`src/rtl/scan_seq_pkg.sv`:
```
`default_nettype none
// ============================================================================
//  Module      : scan_seq_pkg
//  Description : Shared constants and FSM state encoding for the scan select
//                sequencer. The BLANK state exists only when the
//                SCAN_BLANK_EN macro is defined.
//  Revision    : 1.0 - initial release
// ============================================================================
package scan_seq_pkg;

    localparam int NUM_CH = 8;
    localparam int SEL_W  = 3;

    typedef enum logic [1:0] {
        IDLE  = 2'd0,
        SCAN  = 2'd1
`ifdef SCAN_BLANK_EN
        ,
        BLANK = 2'd2
`endif
    } state_t;

endpackage
`default_nettype wire

```
`src/rtl/scan_next_ch.sv`:
```
`default_nettype none
// ============================================================================
//  Module      : scan_next_ch
//  Description : Combinational channel search over an 8-bit enable mask.
//                nxt     - next set bit strictly above cur, modulo 8
//                          (cur itself when it is the only set bit)
//                first   - lowest set bit
//                last    - highest set bit
//                wrapped - nxt <= cur
//  Revision    : 1.0 - initial release
// ============================================================================
module scan_next_ch
    import scan_seq_pkg::*;
(
    input  logic [NUM_CH-1:0] mask,
    input  logic [SEL_W-1:0]  cur,
    output logic [SEL_W-1:0]  nxt,
    output logic [SEL_W-1:0]  first,
    output logic [SEL_W-1:0]  last,
    output logic              wrapped
);

    logic [SEL_W-1:0] w_idx;
    logic             w_found;

    // Rotate upward from cur+1; the 3-bit sum wraps modulo 8 on its own,
    // and k=NUM_CH lands back on cur for the single-channel case.
    always_comb begin
        nxt     = cur;
        w_idx   = cur;
        w_found = 1'b0;
        for (int k = 1; k <= NUM_CH; k++) begin
            w_idx = cur + SEL_W'(k);
            if (!w_found && mask[w_idx]) begin
                nxt     = w_idx;
                w_found = 1'b1;
            end
        end
    end

    // Lowest and highest enabled channel indices.
    always_comb begin
        first = '0;
        last  = '0;
        for (int i = NUM_CH - 1; i >= 0; i--) begin
            if (mask[i]) first = SEL_W'(i);
        end
        for (int i = 0; i < NUM_CH; i++) begin
            if (mask[i]) last = SEL_W'(i);
        end
    end

    assign wrapped = (nxt <= cur);

endmodule
`default_nettype wire

```
`src/rtl/scan_select_sequencer.sv`:
```
`default_nettype none
// ============================================================================
//  Module      : scan_select_sequencer
//  Description : Steps a 3-bit channel index through the enabled channels of
//                an 8-bit mask, holding each for a programmable dwell time.
//                Drives the in/e pins of a 3-to-8 enable decoder.
//                Optional macro SCAN_BLANK_EN inserts a 1-cycle en=0 BLANK
//                state on every channel advance.
//  Revision    : 1.0 - initial release
// ============================================================================
module scan_select_sequencer
    import scan_seq_pkg::*;
#(
    parameter int DWELL_W = 16
) (
    input  logic               clk,
    input  logic               rst_n,
    input  logic               start,
    input  logic               stop,
    input  logic               oneshot,
    input  logic [NUM_CH-1:0]  ch_mask,
    input  logic [DWELL_W-1:0] dwell,
    output logic [SEL_W-1:0]   sel,
    output logic               en,
    output logic               busy,
    output logic               wrap,
    output logic               done
);

    state_t              r_state,     n_state;
    logic [SEL_W-1:0]    r_sel,       n_sel;
    logic                r_en,        n_en;
    logic                r_busy,      n_busy;
    logic                r_wrap,      n_wrap;
    logic                r_done,      n_done;
    logic [DWELL_W-1:0]  r_dwell_cnt, n_dwell_cnt;
    logic [NUM_CH-1:0]   r_mask,      n_mask;
    logic [DWELL_W-1:0]  r_dwell_eff, n_dwell_eff;
    logic                r_oneshot,   n_oneshot;

    logic [NUM_CH-1:0]   w_mask_in;
    logic [SEL_W-1:0]    w_nxt;
    logic [SEL_W-1:0]    w_first;
    logic [SEL_W-1:0]    w_last;
    logic                w_wrapped;
    logic [DWELL_W-1:0]  w_dwell_in;

    // In IDLE the search runs on the incoming mask so 'first' gives the
    // start channel; otherwise it runs on the latched mask from r_sel.
    assign w_mask_in  = (r_state == IDLE) ? ch_mask : r_mask;
    assign w_dwell_in = (dwell == '0) ? DWELL_W'(1) : dwell;

    scan_next_ch u_next_ch (
        .mask    (w_mask_in),
        .cur     (r_sel),
        .nxt     (w_nxt),
        .first   (w_first),
        .last    (w_last),
        .wrapped (w_wrapped)
    );

    // State and output registers; every output is driven from a flop.
    always_ff @(posedge clk or negedge rst_n) begin
        if (!rst_n) begin
            r_state     <= IDLE;
            r_sel       <= '0;
            r_en        <= 1'b0;
            r_busy      <= 1'b0;
            r_wrap      <= 1'b0;
            r_done      <= 1'b0;
            r_dwell_cnt <= '0;
            r_mask      <= '0;
            r_dwell_eff <= '0;
            r_oneshot   <= 1'b0;
        end else begin
            r_state     <= n_state;
            r_sel       <= n_sel;
            r_en        <= n_en;
            r_busy      <= n_busy;
            r_wrap      <= n_wrap;
            r_done      <= n_done;
            r_dwell_cnt <= n_dwell_cnt;
            r_mask      <= n_mask;
            r_dwell_eff <= n_dwell_eff;
            r_oneshot   <= n_oneshot;
        end
    end

    // Next-state, dwell counter and next output values.
    always_comb begin
        n_state     = r_state;
        n_sel       = r_sel;
        n_en        = r_en;
        n_busy      = r_busy;
        n_wrap      = 1'b0;
        n_done      = 1'b0;
        n_dwell_cnt = r_dwell_cnt;
        n_mask      = r_mask;
        n_dwell_eff = r_dwell_eff;
        n_oneshot   = r_oneshot;

        case (r_state)
            IDLE: begin
                if (start && (ch_mask != '0)) begin
                    n_mask      = ch_mask;
                    n_dwell_eff = w_dwell_in;
                    n_oneshot   = oneshot;
                    n_sel       = w_first;
                    n_en        = 1'b1;
                    n_busy      = 1'b1;
                    n_dwell_cnt = w_dwell_in - DWELL_W'(1);
                    n_state     = SCAN;
                end
            end

            SCAN: begin
                if (stop) begin
                    n_state = IDLE;
                    n_en    = 1'b0;
                    n_busy  = 1'b0;
                end else if (r_dwell_cnt == '0) begin
                    if (r_oneshot && (r_sel == w_last)) begin
                        n_state = IDLE;
                        n_en    = 1'b0;
                        n_busy  = 1'b0;
                        n_done  = 1'b1;
                    end else begin
                        n_sel       = w_nxt;
                        n_wrap      = w_wrapped;
                        n_dwell_cnt = r_dwell_eff - DWELL_W'(1);
`ifdef SCAN_BLANK_EN
                        n_state     = BLANK;
                        n_en        = 1'b0;
`endif
                    end
                end else begin
                    n_dwell_cnt = r_dwell_cnt - DWELL_W'(1);
                end
            end

`ifdef SCAN_BLANK_EN
            // Counter was already reloaded on entry; just re-enable.
            BLANK: begin
                if (stop) begin
                    n_state = IDLE;
                    n_en    = 1'b0;
                    n_busy  = 1'b0;
                end else begin
                    n_state = SCAN;
                    n_en    = 1'b1;
                end
            end
`endif

            default: begin
                n_state = IDLE;
                n_en    = 1'b0;
                n_busy  = 1'b0;
            end
        endcase
    end

    assign sel  = r_sel;
    assign en   = r_en;
    assign busy = r_busy;
    assign wrap = r_wrap;
    assign done = r_done;

endmodule
`default_nettype wire

```
`config.mk`:
```
export PLATFORM = sky130hd
export DESIGN_NAME = scan_select_sequencer
export DESIGN_NICKNAME = d
export VERILOG_FILES = /design/src/rtl/scan_seq_pkg.sv /design/src/rtl/scan_next_ch.sv /design/src/rtl/scan_select_sequencer.sv
export SDC_FILE = /design/constraint.sdc
export NUM_CORES = 1
export LEC_CHECK = 0
export ABC_AREA = 1
export CAP_MARGIN = 30
export CORE_AREA = 2 2 85 87
export DETAILED_ROUTE_END_ITERATION = 12
export DIE_AREA = 0 0 87 89
export HOLD_SLACK_MARGIN = 0.08
export PLACE_DENSITY = 0.79
export SYNTH_ARGS = -nofsm -noshare
export SYNTH_HDL_FRONTEND = slang
export SYNTH_SLANG_ARGS = --single-unit
```
`constraint.sdc`:
```
create_clock -name clk -period 4.7 [get_ports clk]
set_input_delay 0.47 -clock clk [delete_from_list [all_inputs] [get_ports clk]]
set_output_delay 0.47 -clock clk [all_outputs]
set_load 0.005 [all_outputs]
```
Word level (Yosys, flattened, before mapping):

Cells that the tools add are included.

* $add $sub $neg: 10
* magnitude comparators: 9
* eq/ne operators: 9
* multiplexer cells: 76
* reduce and logical (&&, ||, !) cells: 25

Operators by type and width (count)
* $mux 16: 5
* $mux 3: 24
* $sub 16x1->16 const B: 3
* $logic_not 16->1: 2
* $lt 3x4->1 const B: 8
* $pmux 16 s2: 1
* $mux 1: 28
* $bmux 1 s3: 8
* $add 3x3->3 const B: 4
* $mux 2: 6
* $logic_and 1x1->1: 9
* $ne 3x3->1 const B: 3
* $mux 8: 1
* $reduce_bool 8->1: 1
* $logic_not 1->1: 7
* $add 3x2->3 const B: 2
* $ne 2x2->1 const B: 3
* $pmux 3 s2: 1
* $reduce_and 5->1: 1
* $pmux 2 s2: 1
* $reduce_and 4->1: 1
* $add 3x1->3 const B: 1
* $eq 3x3->1: 1
* $le 3x3->1: 1
* 7 further kinds: 7

* register bits: 49
* bits of input ports: 29
* output and inout bits: 7

Longest topological paths before layout:

* depth in word-level cells: 31
* gate-level depth with buffers: 23

Hierarchy:

From an unflattened synthesis, not the netlist that was laid out.

* cell total of the unflattened synthesis: 576
* area total of the unflattened synthesis: 3776.1 um2

Modules (own cells, without submodules)
* scan_select_sequencer: times used 1, cells each 401, area an instance 2832.7 um2, seq. area each 1176.1 um2
* scan_next_ch: times used 1, cells each 175, area an instance 943.4 um2, seq. area each 0.0 um2

Worst setup path before layout:

Ideal clock, no wire load.

* path kind: reg2reg
* start point: register r_sel[1] (netlist: sel[1])
* end point: register r_wrap (netlist: wrap)
* data arrival time: 2.884 ns
* data required time: 4.612 ns
* path slack: 1.727 ns
* stages on the path, launching flop included: 21
* clock period less this slack: 2.973 ns
* cells stage by stage: dfrtp_1 > buf_2 > clkinv_1 > ha_1 > inv_1 > nand3_1 > nand2_1 > nand2_2 > nand2_4 > inv_4 > nand4_4 > nor3_1 > nand2_1 > nand3_1 > nand2_2 > ha_1 > a21oi_1 > o21ai_0 > nand2_1 > nand2_1 > nor3b_1

* longest elaborated chain between the ends: 30
* elaborated cells on any way between the ends: 59
* classes of those cells: add/sub (7); order compare (1); eq/ne (1); mux (35); reduce/logical (15)

Ends and longest elaborated chain
* start, declared: line scan_select_sequencer.sv:31 `logic [SEL_W-1:0] r_sel, n_sel;`
* start signal, assigned: line scan_select_sequencer.sv:77 `r_sel <= n_sel;`
* $add 3x1->3: line scan_next_ch.sv:33 `w_idx = cur + SEL_W'(k);`
* $bmux 1 s3: line scan_next_ch.sv:34 `if (!w_found && mask[w_idx]) begin`
* $mux 1 (not written as such): line scan_next_ch.sv:34
* $mux 1: line scan_next_ch.sv:34
* $logic_not 1->1: line scan_next_ch.sv:34
* $logic_and 1x1->1: line scan_next_ch.sv:34
* $mux 1: line scan_next_ch.sv:34
* $logic_not 1->1: line scan_next_ch.sv:34
* [15 not listed]
* $logic_and 1x1->1: line scan_next_ch.sv:34
* $mux 3: line scan_next_ch.sv:34
* $le 3x3->1: line scan_next_ch.sv:53 `assign wrapped = (nxt <= cur);`
* $mux 1 (*): line scan_select_sequencer.sv:122 `if (r_oneshot && (r_sel == w_last)) begin`
* $mux 1 (*): line scan_select_sequencer.sv:121 `end else if (r_dwell_cnt == '0) begin`
* $mux 1 (*): line scan_select_sequencer.sv:117 `if (stop) begin`
* $mux 1 (*): line scan_select_sequencer.sv:102 `case (r_state)`
* net n_wrap: line scan_select_sequencer.sv:34 `logic r_wrap, n_wrap;`
* end signal, assigned: line scan_select_sequencer.sv:80 `r_wrap <= n_wrap;`
* end, declared: line scan_select_sequencer.sv:34

The timed path passes the listed nets; every way through them passes the cells marked *. The select of a mux whose other input is x is not followed.
A chain may end at the register's enable or synchronous reset.

Final worst setup path:

Same ends and word-level chain as after synthesis.

==> flow_metrics.py <==
metrics = {
    "status": {
        "outcome": "completed",
    },
    "critical_path": {
        "reg2reg_depth": 19,
        "cp_num_buf_inv": 3,
        "crit_top_cell": "nand2_1",
        "crit_family": "simple AND/OR/NAND/NOR gates",
        "max_stage_delay_ns": 0.58,
        "required_ns": 4.91,
        "r2r-end": "wrap",
        "path_class": "register to register",
        "critPathLaunchType": "register",
        "slowest_stage": "dfrtp_1",
        "arrival_ns": 3.82,
        "r2r_start": "sel[1]",
        "end_kind": "register",
        "cp.depth": 19,
        "crit_chain": "clkinv_1 > ha_1 > inv_1 > nand3_1 > nand2_1 > nand2_2 > nand2_4 > inv_4 > nand4_4 > nor3_1 > nand2_1 > nand3_1 > nand2_2 > ha_1 > a21oi_1 > o21ai_0 > nand2_1 > nand2_1 > nor3b_1",
        "cp_max_fo": 10,
        "setup.worst_path.end": "wrap",
        "cp-startpoint": "sel[1]",
        "r2r_setup_slack_ns": 1.09,
    },
    "floorplanning": {
        "core_sq_um": 6720,
        "die_area_sq_um": 7740,
        "start_util": 0.547,
        "die_x_um": 87,
        "rows": 30,
        "ios": 36,
        "dieHeight_um": 89,
    },
    "power": {
        "power_mw": 2.72,
        "power_density_nw_per_um2": 654,
        "seqPwrFrac": 0.229,
        "swShare": 0.521,
        "p_leak_nw": 2.05,
        "power_frac_comb": 0.664,
        "intPower_mw": 1.30,
        "ir_drop_mv": 0.308,
        "p_switching_mw": 1.42,
        "clkPwrFrac": 0.107,
    },
    "grt": {
        "grtUsageTotal": 0.271,
        "grt_pass1_vias": 3596,
        "grt-ovfl-total": 0,
        "antenna_found_initial": 0,
        "grt_start_max_net_pins": 44,
        "grt_pass1_wl_um": 16400,
    },
    "final_layout": {
        "nFillCells": 622,
        "final_layout_size_suffix_gt1_frac": 0.0953,
        "final_area_sq_um": 4160,
        "multi_input_area_sq_um": 2150,
        "syn_to_final_growth_pct": 13.1,
        "num-nets-final": 612,
        "finalNonFillerCells": 657,
        "final_common_cell": "nand2_1",
        "antenna_cells": 0,
        "regArea_sq_um": 1180,
        "layout_common_cells": "nand2_1 (173), nand3_1 (70), inv_1 (55), dfrtp_1 (47), nor2_1 (36)",
    },
    "clock_tree": {
        "cts_inserted_buffers": 5,
        "clockBufferDepth": 2,
        "clk_latency_ns": 0.30,
        "ctsResizeCount": 0,
        "htree_num_levels": 2,
        "cts_hold_buf": 0,
        "root_buffer": "clkbuf_8",
        "postCtsSetupRepairBufs": 0,
        "cts_tree": "yes",
        "clkTransAtPathRegs_ns": 0.09,
        "clkSinkCount": 47,
    },
    "sta": {
        "fin_worst_skew_ns": 0.00914,
        "setup_viol": 0,
        "clock.fmax_mhz": 277,
        "post-route-period-util": 0.769,
        "slew_viol_final": 0,
        "rsz0062_at_grt": "no",
        "hold_viol": 0,
        "period_needed_ns": 3.61,
        "tns_ns": 0,
        "worst_pin_slew_ns": 0.610,
        "fin_hold_ws_ns": 0.135,
        "relSlewSlack": 0.589,
    },
    "hold_path": {
        "hp-class": "input port to asynchronous set/reset pin",
    },
    "placement": {
        "place_congestion": 0.919,
        "hpwl_um": 7420,
        "io_buffers": 35,
        "dp.cells": 650,
        "place_area_sq_um": 4050,
    },
    "synth": {
        "ys_types": 49,
        "ys_async_sr_fraction": 1.00,
        "syn_area_sq_um": 3680,
        "seq_area_frac_synth": 0.320,
        "synth_edf_count": 0,
        "ys_warn_count": 0,
        "syn_inst": 548,
        "syn_nets": 583,
        "synthFlopType": "dfrtp_1",
        "avgSynthCellArea_sq_um": 6.71,
        "ys_ff_latch": 47,
    },
    "detailed_routing": {
        "routedWlPerCell_um": 14.8,
        "first_pass_iters": 5,
        "postRouteWirelength_um": 9750,
        "avgViaCountPerCell": 5.61,
        "drc": 0,
        "via_count": 3683,
        "ant_nets": 0,
        "first_iter_violations": 184,
    },
    "job": {
        "cap_viol_max_count": 0,
    },
}
-- state kept, by name, indices dropped and copies added, names as in the netlist --
register,cells
wrap,1
busy,1
r_mask,8
r_dwell_cnt,16
r_dwell_eff,16
done,1
sel,3
r_oneshot,1
-- cells in the mapped netlist, types with 2 or more instances --
| master | instances | share of area |
|---|---|---|
| nor2_2 | 3 | 0.0051 |
| a31oi_1 | 3 | 0.0051 |
| buf_4 | 6 | 0.012 |
| inv_4 | 2 | 0.0034 |
| o21ai_0 | 27 | 0.037 |
| nand4_2 | 2 | 0.0068 |
| ha_1 | 6 | 0.020 |
| nor3_1 | 7 | 0.0095 |
| o21ai_1 | 8 | 0.011 |
| a21boi_1 | 2 | 0.0041 |
| nand4_1 | 7 | 0.012 |
| nand3_2 | 3 | 0.0082 |
| buf_6 | 2 | 0.0061 |
| nor2_4 | 4 | 0.012 |
| clkbuf_1 | 4 | 0.0041 |
| nand2_2 | 9 | 0.015 |
| nor4_1 | 5 | 0.0085 |
| nand2_1 | 173 | 0.18 |
| o21ai_2 | 4 | 0.0095 |
| a22oi_1 | 2 | 0.0041 |
| xor2_1 | 5 | 0.012 |
| inv_1 | 55 | 0.056 |
| and2_1 | 2 | 0.0034 |
| o211ai_1 | 2 | 0.0041 |
| a21oi_1 | 11 | 0.015 |
| o21a_1 | 2 | 0.0041 |
| o221ai_1 | 3 | 0.0071 |
| buf_2 | 4 | 0.0054 |
| inv_2 | 5 | 0.0051 |
| nand3_1 | 70 | 0.095 |
| xnor2_1 | 3 | 0.0071 |
| a21oi_2 | 3 | 0.0071 |
| clkinv_1 | 3 | 0.0031 |
| nand2_4 | 5 | 0.015 |
| nor2_1 | 36 | 0.037 |
| dfrtp_1 | 47 | 0.32 |
-- kinds of logic after synthesis --
logic type               share of synthesized area
flip-flops                                   0.320
AND/OR/NAND/NOR                              0.424
XOR/XNOR                                    0.0191
AO/OA/AOI/OAI                                0.121
adder cells (fa/ha/maj)                     0.0204
buffers and inverters                       0.0956
-- routing by layer --
layer | part of all wire | wire length (um) | GRT usage | vias up
li1 | - | - | - | 1844
met3 | 0.046 | 452 | 0.0323 | 28
met5 | 0 | 0 | 0 | -
met1 | 0.41 | 3990 | 0.319 | 1673
met2 | 0.51 | 5010 | 0.504 | 138
met4 | 0.031 | 300 | 0.107 | 0
-- cell type report --
| class | count | area share |
|---|---|---|
| Timing Repair Buffer | 38 | 0.0915 |
| Multi-Input combinational cell | 420 | 0.517 |
| Clock buffer | 6 | 0.0175 |
| Tap cell | 80 | 0.0241 |
| Clock inverter | 1 | 0.00722 |
| Inverter | 65 | 0.0599 |
| Sequential cell | 47 | 0.283 |
-- worst register-to-register path: stages (launching register included) --
cell and delay, ns:
dfrtp_1 0.58, clkinv_1 0.40, ha_1 0.50, inv_1 0.16, nand3_1 0.13, nand2_1 0.10
nand2_2 0.11, nand2_4 0.09, inv_4 0.08, nand4_4 0.08, nor3_1 0.20, nand2_1 0.08
nand3_1 0.11, nand2_2 0.06, ha_1 0.30, a21oi_1 0.12, o21ai_0 0.10, nand2_1 0.07
nand2_1 0.05, nor3b_1 0.22
-- metrics by stage --
| step | setup WS, ns | util |
|---|---|---|
| finish | 1.09 | 0.619 |
| global route | 0.647 | 0.619 |
| CTS | 1.14 | 0.619 |
| detailed placement | 1.17 | 0.603 |
| global placement | 1.32 | 0.600 |
| floorplan | 1.73 | - |
-- power by group through the flow --
| stage | Combinational [mW] | Clock, mW | Sequential, mW |
|---|---|---|---|
| floorplan | 1.45 | 0 | 0.579 |
| global placement | 1.77 | 0 | 0.624 |
| detailed placement | 1.79 | 0 | 0.629 |
| CTS | 1.79 | 0.298 | 0.620 |
| global route | 2.05 | 0.311 | 0.636 |
| finish | 1.81 | 0.290 | 0.624 |
-- worst min path at each step --
| stage | start | end | slack [ns] | cells past startpoint |
|---|---|---|---|---|
| 6_report | rst_n | r_mask[5] | 0.13 | 1 |
| 4_1_cts | rst_n | r_mask[5] | 0.15 | 1 |
| 3_5_place_dp | r_dwell_cnt[14] | r_dwell_cnt[14] | 0.47 | 2 |
| 5_1_grt | rst_n | r_mask[5] | 0.18 | 1 |
| 3_3_place_gp | r_mask[5] | r_mask[5] | 0.46 | 2 |
| 2_1_floorplan | rst_n | busy | 0.17 | 0 |
(Power assumes the default switching activity.)
